## config.mk

```make
export PLATFORM = sky130hd
export DESIGN_NAME = i2s_stereo_core_flat
export DESIGN_NICKNAME = d
export VERILOG_FILES = /design/src/rtl/i2s_stereo_core_if.sv /design/src/rtl/i2s_stereo_core.sv /design/src/flat_wrapper.sv
export SDC_FILE = /design/constraint.sdc
export NUM_CORES = 1
export LEC_CHECK = 0
export ABC_CLOCK_PERIOD_IN_PS = 1800
export BUFFER_PORTS_ARGS = -buffer_cell sky130_fd_sc_hd__buf_2
export CAP_MARGIN = 25
export CORE_MARGIN = 8
export CORE_UTILIZATION = 30
export CTS_CLUSTER_SIZE = 16
export DETAILED_ROUTE_END_ITERATION = 7
export PLACE_DENSITY = 0.54
export SLEW_MARGIN = 25
export SYNTH_ARGS = -nofsm -noshare
export SYNTH_HDL_FRONTEND = slang
export SYNTH_SLANG_ARGS = --single-unit
```

## constraint.sdc

```tcl
create_clock -name sclk_i -period 1.8 [get_ports sclk_i]
set_input_delay 0.27 -clock sclk_i [delete_from_list [all_inputs] [get_ports sclk_i]]
set_output_delay 0.27 -clock sclk_i [all_outputs]
set_load 0.03 [all_outputs]
```

## src/rtl/i2s_stereo_core_if.sv

```systemverilog
// ============================================================================
//  Module   : i2s_stereo_core_if
//  Brief    : Parallel word-pair bus between the I2S stereo core and the DSP.
//  Revision : 1.0
// ============================================================================
`default_nettype none

interface i2s_stereo_core_if #(
    parameter int WIDTH = 16
);
    logic [1:0]       mode_i;
    logic [WIDTH-1:0] txLeft_i;
    logic [WIDTH-1:0] txRight_i;
    logic             txValid_i;
    logic [WIDTH-1:0] rxLeft_o;
    logic [WIDTH-1:0] rxRight_o;
    logic             rxValid_o;

    // Core side of the bus
    modport slave (
        input  mode_i, txLeft_i, txRight_i, txValid_i,
        output rxLeft_o, rxRight_o, rxValid_o
    );

    // DSP side of the bus
    modport master (
        output mode_i, txLeft_i, txRight_i, txValid_i,
        input  rxLeft_o, rxRight_o, rxValid_o
    );
endinterface

`default_nettype wire

```

## src/rtl/i2s_stereo_core.sv

```systemverilog
// ============================================================================
//  Module   : i2s_stereo_core
//  Brief    : Full-duplex I2S slave with stereo capture, frame-coherent
//             transmit (normal / loopback / swap / mute) and sticky underrun.
//  Revision : 1.0
// ============================================================================
`default_nettype none

module i2s_stereo_core #(
    parameter int WIDTH = 16
) (
    input  wire logic         sclk_i,
    input  wire logic         rst_n_i,
    input  wire logic         ws_i,
    input  wire logic         sdata_i,
    output logic              sclk_o,
    output logic              ws_o,
    output logic              sdata_o,
    output logic              underrun_o,
    i2s_stereo_core_if.slave  dsp
);

    localparam int               c_CW          = $clog2(WIDTH + 1);
    localparam logic [c_CW-1:0]  c_CNT_MAX     = c_CW'(WIDTH);
    localparam logic [WIDTH-1:0] c_MSB         = {1'b1, {(WIDTH-1){1'b0}}};
    localparam logic [1:0]       c_MODE_NORMAL = 2'b00;
    localparam logic [1:0]       c_MODE_LOOP   = 2'b01;
    localparam logic [1:0]       c_MODE_SWAP   = 2'b11;

    logic              r_wsQ;
    logic              r_wsSeen;
    logic [c_CW-1:0]   r_bitCnt;
    logic [WIDTH-1:0]  r_rxSh;
    logic [WIDTH-1:0]  r_rxLHold;
    logic              r_slotOk;
    logic              r_leftOk;
    logic [WIDTH-1:0]  r_rxLeft;
    logic [WIDTH-1:0]  r_rxRight;
    logic              r_rxValid;
    logic [WIDTH-1:0]  r_holdL;
    logic [WIDTH-1:0]  r_holdR;
    logic              r_fresh;
    logic              r_txArmed;
    logic [WIDTH-1:0]  r_actL;
    logic [WIDTH-1:0]  r_actR;
    logic              r_underrun;
    logic [WIDTH-1:0]  r_txSh;
    logic              r_sdata;

    logic              w_boundary;
    logic              w_fall;
    logic              w_rise;
    logic [WIDTH-1:0]  w_sampleMask;
    logic [WIDTH-1:0]  w_rxWord;
    logic [WIDTH-1:0]  w_nextL;
    logic [WIDTH-1:0]  w_nextR;
    logic              w_underrunHit;

    // The first edge after reset only primes r_wsQ, so a stale reset value
    // can never fake a slot boundary.
    assign w_boundary   = r_wsSeen & (ws_i ^ r_wsQ);
    assign w_fall       = w_boundary & ~ws_i;
    assign w_rise       = w_boundary &  ws_i;

    // Bit position for the current sample; zero once the word is full, which
    // drops overlong slot bits and leaves short-slot LSBs at zero.
    assign w_sampleMask = c_MSB >> r_bitCnt;
    assign w_rxWord     = r_rxSh | (sdata_i ? w_sampleMask : '0);

    always_comb begin
        w_nextL       = r_actL;
        w_nextR       = r_actR;
        w_underrunHit = 1'b0;
        case (dsp.mode_i)
            c_MODE_NORMAL: begin
                if (dsp.txValid_i) begin
                    w_nextL = dsp.txLeft_i;
                    w_nextR = dsp.txRight_i;
                end else if (r_txArmed && !r_fresh) begin
                    w_underrunHit = 1'b1;
                end else begin
                    w_nextL = r_holdL;
                    w_nextR = r_holdR;
                end
            end
            c_MODE_LOOP: begin
                w_nextL = r_rxLHold;
                w_nextR = w_rxWord;
            end
            c_MODE_SWAP: begin
                w_nextL = w_rxWord;
                w_nextR = r_rxLHold;
            end
            default: begin
                w_nextL = '0;
                w_nextR = '0;
            end
        endcase
    end

    always_ff @(posedge sclk_i or negedge rst_n_i) begin
        if (!rst_n_i) begin
            r_wsQ      <= 1'b0;
            r_wsSeen   <= 1'b0;
            r_bitCnt   <= '0;
            r_rxSh     <= '0;
            r_rxLHold  <= '0;
            r_slotOk   <= 1'b0;
            r_leftOk   <= 1'b0;
            r_rxLeft   <= '0;
            r_rxRight  <= '0;
            r_rxValid  <= 1'b0;
            r_holdL    <= '0;
            r_holdR    <= '0;
            r_fresh    <= 1'b0;
            r_txArmed  <= 1'b0;
            r_actL     <= '0;
            r_actR     <= '0;
            r_underrun <= 1'b0;
            r_txSh     <= '0;
            r_sdata    <= 1'b0;
        end else begin
            r_wsQ     <= ws_i;
            r_wsSeen  <= 1'b1;
            r_rxValid <= 1'b0;
            r_sdata   <= r_txSh[WIDTH-1];

            if (w_boundary) begin
                r_bitCnt <= '0;
                r_rxSh   <= '0;
                r_slotOk <= 1'b1;
                r_txSh   <= ws_i ? r_actR : w_nextL;
            end else begin
                if (r_bitCnt != c_CNT_MAX) begin
                    r_rxSh   <= w_rxWord;
                    r_bitCnt <= r_bitCnt + 1'b1;
                end
                r_txSh <= r_txSh << 1;
            end

            // A left slot only counts toward arming if it began after reset.
            if (w_rise) begin
                r_rxLHold <= w_rxWord;
                r_leftOk  <= r_slotOk;
            end

            if (w_fall) begin
                if (r_slotOk && r_leftOk) begin
                    r_rxLeft  <= r_rxLHold;
                    r_rxRight <= w_rxWord;
                    r_rxValid <= 1'b1;
                end
                r_actL  <= w_nextL;
                r_actR  <= w_nextR;
                r_fresh <= 1'b0;
                if (w_underrunHit) begin
                    r_underrun <= 1'b1;
                end
            end

            if (dsp.txValid_i) begin
                r_holdL   <= dsp.txLeft_i;
                r_holdR   <= dsp.txRight_i;
                r_txArmed <= 1'b1;
                if (!w_fall) begin
                    r_fresh <= 1'b1;
                end
            end
        end
    end

    assign sclk_o        = sclk_i;
    assign ws_o          = r_wsQ;
    assign sdata_o       = r_sdata;
    assign underrun_o    = r_underrun;
    assign dsp.rxLeft_o  = r_rxLeft;
    assign dsp.rxRight_o = r_rxRight;
    assign dsp.rxValid_o = r_rxValid;

endmodule

`default_nettype wire

```

## src/flat_wrapper.sv

```systemverilog
// flat-port wrapper written by rule: the top's interface ports become plain ports
module i2s_stereo_core_flat 
#(
    parameter int WIDTH = 16
)
  (sclk_i, rst_n_i, ws_i, sdata_i, sclk_o, ws_o, sdata_o, underrun_o, dsp_mode_i, dsp_txLeft_i, dsp_txRight_i, dsp_txValid_i, dsp_rxLeft_o, dsp_rxRight_o, dsp_rxValid_o);
  i2s_stereo_core_if #(.WIDTH(WIDTH)) dsp_i ();
  input  wire logic sclk_i;
  input  wire logic rst_n_i;
  input  wire logic ws_i;
  input  wire logic sdata_i;
  output logic sclk_o;
  output logic ws_o;
  output logic sdata_o;
  output logic underrun_o;
  input wire logic [$bits(dsp_i.mode_i)-1:0] dsp_mode_i;
  input wire logic [$bits(dsp_i.txLeft_i)-1:0] dsp_txLeft_i;
  input wire logic [$bits(dsp_i.txRight_i)-1:0] dsp_txRight_i;
  input wire logic [$bits(dsp_i.txValid_i)-1:0] dsp_txValid_i;
  output wire logic [$bits(dsp_i.rxLeft_o)-1:0] dsp_rxLeft_o;
  output wire logic [$bits(dsp_i.rxRight_o)-1:0] dsp_rxRight_o;
  output wire logic [$bits(dsp_i.rxValid_o)-1:0] dsp_rxValid_o;
  assign dsp_i.mode_i = dsp_mode_i;
  assign dsp_i.txLeft_i = dsp_txLeft_i;
  assign dsp_i.txRight_i = dsp_txRight_i;
  assign dsp_i.txValid_i = dsp_txValid_i;
  assign dsp_rxLeft_o = dsp_i.rxLeft_o;
  assign dsp_rxRight_o = dsp_i.rxRight_o;
  assign dsp_rxValid_o = dsp_i.rxValid_o;
  i2s_stereo_core #(.WIDTH(WIDTH)) u_core (.sclk_i(sclk_i), .rst_n_i(rst_n_i), .ws_i(ws_i), .sdata_i(sdata_i), .sclk_o(sclk_o), .ws_o(ws_o), .sdata_o(sdata_o), .underrun_o(underrun_o), .dsp(dsp_i));
endmodule
```

==> results of run 1 <==
cells by family after synthesis:
family | count (synthesis) | synth area share [%]
buffers and inverters | 74 | 4.64
xor gates and xnor gates | 4 | 0.500
and+or+nand+nor | 189 | 11.5
adders and majority gates | 6 | 1.07
AOI/OAI and AO/OA | 224 | 18.3
DFF | 158 | 56.4
other | 1 | 0.0535
muxes | 49 | 7.59
power groups by stage:
stage	Sequential, mW	Combinational [mW]	Clock (mW)
final	4.78	3.11	3.90
after global placement	4.78	2.77	0.0700
after CTS	4.74	2.95	4.00
after detailed placement	4.79	2.81	0.0700
after global routing	4.85	3.40	4.16
after floorplan	5.04	1.24	0.0832
placed cells by master (no fill, tap or decap), drive strengths merged, types with 5 or more instances in the layout:
| master | synthesis | routed |
|---|---|---|
| a21oi | 71 | 71 |
| ha | 6 | 6 |
| inv | 21 | 23 |
| clkbuf | 25 | 24 |
| o22ai | 17 | 17 |
| buf | 28 | 138 |
| nor2 | 67 | 67 |
| o21ai | 84 | 84 |
| dfrtp | 158 | 158 |
| nor3 | 9 | 9 |
| mux2 | 33 | 33 |
| nor2b | 5 | 5 |
| nand2 | 89 | 89 |
| mux2i | 16 | 16 |
| clkinv | 0 | 6 |
| dlygate4sd3 | 0 | 29 |
| o22a | 15 | 15 |
| a211oi | 27 | 27 |
| a31oi | 8 | 8 |
repair_timing:
action	4_1_cts	5_1_grt
resized for setup	15	43
pin swaps	1	6
hold buffers	28	1
setup endpoints to repair	18	39
endpoints found under the hold margin	62	1
buffers inserted	0	2
cloned	0	0
metal layers:
layer / track usage, % / vias up / wire [µm]
met4: 4.35 / 0 / 202
li1: - / 2729 / -
met2: 20.7 / 133 / 8820
met5: 0 / - / 0
met3: 3.54 / 15 / 917
met1: 20.6 / 2697 / 10100
through the flow:
step | power (mW) | hold WS (ns) | TNS (ns) | worst slack (ns)
2_1_floorplan | 6.37 | -0.0256 | 0 | 0.118
3_3_place_gp | 7.63 | 0.236 | -1.29 | -0.129
3_5_place_dp | 7.67 | 0.231 | -0.779 | -0.0931
4_1_cts | 11.7 | 0.00259 | -0.00197 | -0.00140
5_1_grt | 12.4 | 0.0134 | -0.115 | -0.0558
6_report | 11.8 | 0.00484 | 0 | 0.0617
worst register-to-register path, cell delays in order, from the launching register on:
cell      delay [ns]
dfrtp_1         0.41
ha_2            0.22
ha_1            0.15
nor2b_4         0.22
a31oi_4         0.13
o22ai_2         0.22
a21oi_2         0.07
a211oi_2        0.22
layout make-up:
| class | instances | share of cell area, % |
|---|---|---|
| clock buffer | 25 | 5.79 |
| clock inverter | 11 | 1.18 |
| inverter | 21 | 0.844 |
| multi-input combinational | 473 | 32.2 |
| sequential | 158 | 42.3 |
| tap | 319 | 4.27 |
| timing repair buffer | 166 | 13.4 |
registers in the layout, indices dropped and copies added, names as in the netlist, 5 cells and up:
signal and cells:
u_core.r_actR 16, u_core.r_rxSh 16, u_core.r_rxLHold 16, u_core.dsp.rxLeft_o 16
u_core.r_txSh 16, u_core.r_bitCnt 5, u_core.r_actL 16, u_core.r_holdR 16
u_core.r_holdL 16, u_core.dsp.rxRight_o 16
worst paths after layout:
kind,endpoint,slack [ns],cells past startpoint
setup / recovery,u_core.r_txSh[4],0.06,7
hold / removal,u_core.r_holdL[15],0.005,3
setup reg to reg,u_core.r_txSh[4],0.06,7
hold reg to reg,u_core.sdata_o,0.35,0
max in group asynchronous,u_core.dsp.rxValid_o,0.99,3
min in group asynchronous,u_core.r_actL[7],0.24,2
==> impl_results.md, run 1 <==
* Status: complete, no violations
* Core area at 0.0232 mm²
* Avg Cell Area, Syn at 9.94 µm²
* Kind of critical path: flop to flop
* Largest area contributor in the netlist: dfrtp_1
* Mapped Nets at 750
* Min Tclk post-route at 1.74 ns
* Class of the worst hold path: input port to flop
* Leakage at between 4 and 5 nW
* Total number of vias at 5574
* Area delta synth->final at 33.3%
* Post-DP HPWL at 13.9 mm
* Setup crit end kind: flop
* Startpoint Class: flop
* FP Rows at 56
* Initial Util at a little over 30%
* Fin area at around 0.0093 mm²
* GR Overflow Total at 0
* Multi-input gate area at 0.00301 mm²
* Iteration-0 DRC count of the detailed router at between 300 and 400
* Reg2Reg Launch Point: u_core.r_bitCnt[1]
* Worst Setup SP: u_core.r_bitCnt[1]
* CP Buf/Inv Count at 0
* CP max FO at 4
* PortBufs at 75
* Nets at roughly 900
* Most frequent cells after synthesis: dfrtp_1 (158), nand2_1 (89), o21ai_0 (78), a21oi_1 (71), nor2_1 (67)
* Top Ports at 76
* Max-Cap Viols at 0
* Finished Layout Cells at 1173
* Width of the die at 169 µm
* Top cell type's share of synthesized area at 56.4%
* Critical path, cell by cell: ha_2 > ha_1 > nor2b_4 > a31oi_4 > o22ai_2 > a21oi_2 > a211oi_2
* GP Congestion at 0.832
* Die area at 0.0285 mm²
* Final period utilization at 96.6%
* Yosys reg bits at 158
* Post-Syn Area at between 0.007 and 0.008 mm²
* Slew headroom at 59.2%
* Global-route wire length before repair at 31.7 mm
* RSZ-0062 raised after global routing: yes
* Worst-Skew Late Latency at approximately 0.54 ns
* Worst Path Required at 2.25 ns
* GRT Resource Usage Total at 14.3%
* Final Hold Viols at 0
* ANT nets after route at 0
* Vias per inst at ~4.8
* CP max stage delay at 0.41 ns
* Synth Warn # at 0
* Fillers at between 2000 and 2500
* Worst EP arrival at 2.19 ns
* Inst Count DP at 1107
* Most area-consuming cells after synthesis: dfrtp_1 (56%), o21ai_0 (5.6%), a21oi_1 (5.1%)
* Area occupied by registers at 0.00395 mm²
* Clock transition at the registers of the reported paths at roughly 0.060 ns
* Vias in the first global route at between 5000 and 6000
* # DRC at 0
* Synth unique cells at 36
* Post-DP Area at between 0.008 and 0.009 mm²
* Final setup vio count at 0
* Share of total power in combinational logic at 26.4%
* Number of synthesized flops with an enable pin at 0
* Total wire length at 20.0 mm
* Slowest CP cell: dfrtp_1
* TritonCTS clock tree: done
* Syn Inst Count at 705
* Die H at around 170 µm
* Utilization after layout at between 40% and 50%
* Slew at the pin closest to its max-slew limit at approximately 0.61 ns
* F_max at 575 MHz
* Power share of the sequential group at 40.5%
* First-pass iteration count of the detailed router at 5
* Net switching power at 3.98 mW
* Drt wl/cell at between 15 and 20 µm
* Largest net degree at the start of global routing at just over 50
* Clock power frac at between 30% and 40%
* # diodes at 0
* Sw frac at 33.7%
* Max Slew Vio Count at 0
* Ratio of cells with drive above 1 in the final layout at 28.1%
* Initial antenna violation count at 0
* Max Clock Skew at 0.0111 ns
* PD cells at 1260 mW/mm²
* Cell Int Power at 7.81 mW
* CP delay by family, top: compound AO/OA/AOI/OAI gates
* Maximum VDD drop at 0.941 mV
* Hold Crit Start: dsp_txLeft_i[15]
* Top-count cell post-synth: dfrtp_1
* Post-synthesis sequential area ratio at a little under three fifths
* Async set-reset flop share out of synthesis at 100%
* Ys flop type: dfrtp_1
Note: power is estimated with default switching activity, not from simulation.
==> run 2: changes to the inputs <==
--- a/config.mk
+++ b/config.mk
@@ -5,7 +5,7 @@
 export SDC_FILE = /design/constraint.sdc
 export NUM_CORES = 1
 export LEC_CHECK = 0
-export ABC_CLOCK_PERIOD_IN_PS = 1800
+export ABC_CLOCK_PERIOD_IN_PS = 1500
 export BUFFER_PORTS_ARGS = -buffer_cell sky130_fd_sc_hd__buf_2
 export CAP_MARGIN = 25
 export CORE_MARGIN = 8
==> constraint.sdc (replaced) <==
create_clock -name sclk_i -period 1.5 [get_ports sclk_i]
set_input_delay 0.225 -clock sclk_i [delete_from_list [all_inputs] [get_ports sclk_i]]
set_output_delay 0.225 -clock sclk_i [all_outputs]
set_load 0.03 [all_outputs]
==> run 2 against run 1 <==
  * The run now ends with setup timing left
  * Non-clock buffer count rose by 52
  * Final area rose by 13%
  * Critical path depth rose by 1
  * Highest routed layer is now met5
==> impl_results.md, run 2 (synthesis gave the netlist of run 1 again) <==
* Status: complete, but fails checks
* Failing checks: setup timing
* GRT Resource Usage Total at 15.5%
* Vias in the first global route at around 6000
* Global-route wire length before repair at roughly 35 mm
* Clock power frac at 31.5%
* CP max FO at 4
* Final Hold Viols at 0
* Most frequent cells in the layout: dfrtp_1 (154), nand2_1 (87), buf_2 (73)
* Setup crit end kind: flop
* WHS at around 0.12 ns
* Fin area at 0.0105 mm²
* TritonCTS clock tree: done
* F_max at 585 MHz
* Die area at between 0.02 and 0.03 mm²
* Total wire length at around 22 mm
* Slew at the pin closest to its max-slew limit at about 0.57 ns
* Final period utilization at 114%
* Kind of critical path: flop to flop
* Width of the die at approximately 170 µm
* First-pass iteration count of the detailed router at 5
* Total number of vias at 6043
* Sw frac at 34.9%
* Slew headroom at 62.3%
* Setup total negative slack at -6.77 ns
* Cell Int Power at 10.2 mW
* Core area at 0.0232 mm²
* Worst EP arrival at between 2 and 2.5 ns
* Initial Util at 30.2%
* PD cells at 1480 mW/mm²
* Clock transition at the registers of the reported paths at 0.07 ns
* Top Ports at 76
* RSZ-0062 raised after global routing: yes
* Area delta synth->final at 50.1%
* GP Congestion at 0.836
* Post-DP HPWL at 14.9 mm
* Initial antenna violation count at 1
* Vias per inst at 4.93
* Net switching power at around 5.4 mW
* # diodes at 0
* Min Tclk post-route at approximately 1.7 ns
* Largest net degree at the start of global routing at 43
* Nets at roughly 940
* Ratio of cells with drive above 1 in the final layout at 41.1%
* PortBufs at 75
* Post-DP Area at 0.00847 mm²
* GR Overflow Total at 0
* Max Slew Vio Count at 0
* Worst Path Required at 1.97 ns
* Total power at approximately 16 mW
* FP Rows at 56
* Startpoint Class: flop
* Max-Cap Viols at 0
* Maximum VDD drop at 0.972 mV
* Power share of the sequential group at 37.3%
* Drt wl/cell at 18.2 µm
* Dpl ws at -0.421 ns
* # DRC at 0
* Most common cell after layout, fill and taps aside: dfrtp_1
* Final setup vio count at 67
* Die H at 169 µm
* Class of the worst hold path: input port to flop
* Worst-Skew Late Latency at roughly 0.55 ns
* Setup slack, reg-to-reg at -0.21 ns
* Worst Setup Slack, final at -0.210 ns
* Iteration-0 DRC count of the detailed router at between 300 and 400
* Max Clock Skew at roughly 0.011 ns
* Leakage at 4.69 nW
* Share of total power in combinational logic at roughly 31%
* ANT nets after route at 0
run 2: changes by cell type in the layout (fill, tap and decap cells not counted), sizes merged:
| cell | change |
|---|---|
| buf | +45 |
| bufinv | +1 |
| clkinv | -3 |
| clkinvlp | +1 |
| dlygate4sd3 | +5 |
| inv | +3 |
run 2: through the flow:
step	cells	util [%]
4_1_cts	1221	43.7
2_1_floorplan	705	-
3_5_place_dp	1138	36.5
6_report	1225	45.4
5_1_grt	1225	45.4
3_3_place_gp	1138	36.5
run 2: cell type report:
cell class	count	area [µm²]
Fill cell	2147	12700
Clock inverter	13	155
Inverter	21	81.3
Multi-Input combinational cell	473	3560
Clock buffer	23	523
Timing Repair Buffer	218	1840
Sequential cell	158	3960
Tap cell	319	399
run 2: path summary, 6_finish.rpt:
kind                               startpoint                    to  depth (start not counted)
min                             dsp_txValid_i    u_core.r_holdR[14]                          3
min in group asynchronous             rst_n_i     u_core.r_holdL[2]                          2
max reg2reg                u_core.r_bitCnt[1]      u_core.r_actR[7]                          8
min reg2reg                 u_core.r_txSh[15]        u_core.sdata_o                          0
max in group asynchronous             rst_n_i  u_core.r_rxLHold[15]                          3
max                        u_core.r_bitCnt[1]      u_core.r_actR[7]                          8
run 2: power by group through the flow:
stage | sequential [mW] | clock, mW | combinational (mW)
after floorplan | 6.07 | 0.0998 | 1.59
after global placement | 5.75 | 0.0840 | 3.59
after detailed placement | 5.75 | 0.0840 | 3.63
after CTS | 5.77 | 5.00 | 4.39
after global routing | 5.91 | 5.16 | 5.24
final | 5.82 | 4.90 | 4.86
run 2: worst max-delay path, cell delays in order (launching register included):
cell	delay, ns
dfrtp_2	0.46
inv_2	0.10
ha_4	0.14
nor2b_4	0.25
a21oi_4	0.12
buf_4	0.15
a211oi_2	0.21
a21oi_2	0.06
a21oi_1	0.14
run 2: layer usage:
metal | wire [µm] | part of all wire, % | up-vias | global-route usage, %
met3 | 1050 | 4.7 | 29 | 3.89
met4 | 424 | 1.9 | 2 | 5.67
met2 | 9730 | 44 | 161 | 21.8
met5 | 10 | 0.045 | - | 0
met1 | 11000 | 50 | 3009 | 22.5
li1 | - | - | 2842 | -
run 2: what timing repair did:
item	4_1_cts	5_1_grt
hold buffers	34	0
pin swaps	53	40
setup endpoints to repair	78	98
endpoints found under the hold margin	160	0
gates cloned	0	2
setup buffers	17	10
resized for setup	137	93
==> run 3: changes to the inputs <==
--- a/config.mk
+++ b/config.mk
@@ -5,12 +5,13 @@
 export SDC_FILE = /design/constraint.sdc
 export NUM_CORES = 1
 export LEC_CHECK = 0
+export ABC_AREA = 1
 export ABC_CLOCK_PERIOD_IN_PS = 1500
 export BUFFER_PORTS_ARGS = -buffer_cell sky130_fd_sc_hd__buf_2
 export CAP_MARGIN = 25
 export CORE_MARGIN = 8
 export CORE_UTILIZATION = 30
-export CTS_CLUSTER_SIZE = 16
+export CTS_CLUSTER_SIZE = 28
 export DETAILED_ROUTE_END_ITERATION = 7
 export PLACE_DENSITY = 0.54
 export SLEW_MARGIN = 25
==> run 3 against run 2 <==
  * The flow still finishes with violations (setup timing)
  * Flip-flop and latch count stayed put
  * Sequential share of layout area is 5.2 points higher
  * Total power is 9.4% lower
  * Highest routed layer is now met4
==> impl_results.md, run 3 <==
* Status: complete, but fails checks
* Failing checks: setup timing
* Final Hold Viols at 0
* Class of the worst hold path: input port to flop
* ANT nets after route at 0
* Vias in the first global route at just under 6000
* Synth Warn # at 0
* PD cells at 1530 mW/mm²
* Final setup vio count at 9
* First-pass iteration count of the detailed router at 5
* GP Congestion at 0.847
* Die H at 168 µm
* Global-route wire length before repair at between 30 and 40 mm
* Startpoint Class: flop
* Met1 Resource Use GR at roughly 22%
* PortBufs at 75
* GRT Resource Usage Total at 14.8%
* Met2 usage at 21.2%
* Die area at about 0.028 mm²
* Grt met3 use at 3.06%
* Power share of the sequential group at 40.7%
* Dpl ws at -0.0778 ns
* Total number of vias at 5905
* Final period utilization at 101%
* Post-DP Area at 0.00791 mm²
* Top cell type's share of synthesized area at between 50% and 60%
* Total wire length at 20.8 mm
* Sw frac at a little over a third
* F_max at approximately 660 MHz
* Fillers at 2295
* Avg Cell Area, Syn at roughly 8.3 µm²
* Worst-Skew Late Latency at 0.55 ns
* # DRC at 0
* Cell Int Power at 9.13 mW
* Most frequent cells after synthesis: nand2_1 (355), dfrtp_1 (158), nand3_1 (78), inv_1 (51), nor2_1 (46)
* Iteration-0 DRC count of the detailed router at 533
* Clock power frac at 33.6%
* Largest net degree at the start of global routing at 46
* Fin area at 0.00924 mm²
* CP max FO at 11
* Yosys reg bits at 158
* Share of total power in combinational logic at 25.7%
* Total power at 14.1 mW
* Worst Path Required at 1.98 ns
* Initial Util at 30.6%
* Maximum VDD drop at between 0.9 and 1 mV
* GR Overflow Total at 0
* Setup crit end kind: flop
* Top Ports at 76
* Ys flop type: dfrtp_1
* Nets at a little over 1000
* Ratio of cells with drive above 1 in the final layout at 22.4%
* Post-Syn Area at 0.00695 mm²
* Number of synthesized flops with an enable pin at 0
* TritonCTS clock tree: done
* Mapped Nets at 881
* Most area-consuming cells after synthesis: dfrtp_1 (57%), nand2_1 (19%), nand3_1 (5.6%)
* Synth unique cells at 24
* Post-DP HPWL at 14.5 mm
* FP Rows at 55
* Worst EP arrival at 1.99 ns
* Net switching power at 5.00 mW
* Largest area contributor in the netlist: dfrtp_1
* Width of the die at ~170 µm
* Finished Layout Cells at approximately 1300
* Vias per inst at 4.61
* Worst Setup Slack, final at -0.0168 ns
* Post-synthesis sequential area ratio at between 50% and 60%
* Worst reg-to-reg path cell count at 9
* Cells on Worst Hold Path at 4
* Top Usage Layer GRT: met1
* Async set-reset flop share out of synthesis at 100%
* Initial antenna violation count at 0
* Most frequent cells in the layout: nand2_1 (335), dfrtp_1 (156), nand3_1 (76)
* Inst Count DP at around 1200
* Max Slew Vio Count at 0
* Area delta synth->final at 32.9%
* RSZ-0062 raised after global routing: yes
* Clock transition at the registers of the reported paths at 0.07 ns
* Kind of critical path: flop to flop
* Leakage at 4.77 nW
* # diodes at 0
* Max Clock Skew at around 0.014 ns
* Top-count cell post-synth: nand2_1
* Max-Cap Viols at 0
* Most common cell after layout, fill and taps aside: nand2_1
* Syn Inst Count at 836
* Drt wl/cell at roughly 16 µm
* Min Tclk post-route at 1.52 ns
* Core area at 0.0227 mm²
-- run 3: cell types whose count changed in the layout (fill, tap and decap cells not counted), moves of 19 or more --
cell	previous run	this run
nor2_1	59	39
a21oi_2	25	4
inv_1	19	47
buf_4	69	41
a211oi_2	20	0
o21ai_1	35	3
a21oi_1	39	20
nand2_1	87	335
nand3_1	2	76
buf_6	28	3
-- run 3: power by group through the flow --
stage	Sequential, mW	Combinational, mW	Clock (mW)
detailed placement	5.76	3.29	0.0840
global route	5.85	4.05	5.02
global placement	5.77	3.25	0.0840
CTS	5.70	3.39	4.84
floorplan	6.29	1.45	0.0998
finish	5.75	3.63	4.74
-- run 3: cell type report --
| class | count | area, µm² | share of cell area (%) |
|---|---|---|---|
| Tap cell | 285 | 357 | 3.86 |
| Timing Repair Buffer | 161 | 1250 | 13.6 |
| Inverter | 56 | 216 | 2.34 |
| Multi-Input combinational cell | 584 | 2810 | 30.4 |
| Clock buffer | 21 | 505 | 5.47 |
| Sequential cell | 158 | 3960 | 42.8 |
| Clock inverter | 15 | 146 | 1.58 |
-- run 3: critical path, cell delays in order, from the launching register on --
cell and delay (ns):
dfrtp_1 0.41, nand2_1 0.09, nand2_2 0.06, nor2_4 0.14, nand2_4 0.10, nor2_4 0.19, buf_12 0.14, clkbuf_16 0.16
nor2_1 0.04, a21oi_1 0.10
-- run 3: cells by family (layout without fill, tap and decap cells) --
| group | count (synthesis) | after routing | synth area share [%] |
|---|---|---|---|
| compound gates | 79 | 79 | 6.59 |
| buf+inv | 94 | 253 | 5.87 |
| simple gates | 497 | 497 | 29.4 |
| flops | 158 | 158 | 56.9 |
| fa+ha+maj | 6 | 6 | 1.08 |
| xor+xnor | 1 | 1 | 0.126 |
| other cells | 1 | 1 | 0.0539 |
-- run 3: repair_timing --
item                                    in CTS  in global routing
endpoints found under the setup margin      14                 92
resized for setup                            4                 62
setup buffers                                0                  5
pin swaps                                    0                 15
hold endpoints to repair                   191                  0
cloned                                       0                  4
hold buffers                                34                  0
-- run 3: per-layer routing --
layer / share of wire, % / vias up
met4: 1.8 / 0
met2: 43 / 146
met3: 5.1 / 22
li1: - / 2950
met1: 50 / 2787
met5: 0 / -
-- run 3: final timing paths --
check	from	endpoint	slack [ns]
min in group asynchronous	rst_n_i	u_core.r_rxSh[7]	0.14
max reg2reg	u_core.ws_o	u_core.dsp.rxRight_o[6]	-0.02
max in group asynchronous	rst_n_i	u_core.r_rxLHold[2]	0.81
max	u_core.ws_o	u_core.dsp.rxRight_o[6]	-0.02
min reg2reg	u_core.r_txSh[15]	u_core.sdata_o	0.40
min	dsp_txValid_i	u_core.r_fresh	0.1
-- run 3: metrics by stage --
step	hold WS (ns)	setup TNS (ns)	utilization [%]
floorplan	-0.0706	0	-
global placement	0.135	-0.328	34.8
detailed placement	0.141	-0.383	34.8
CTS	0.0861	-0.0120	39.2
global route	0.112	-1.87	40.7
finish	0.0986	-0.0679	40.7
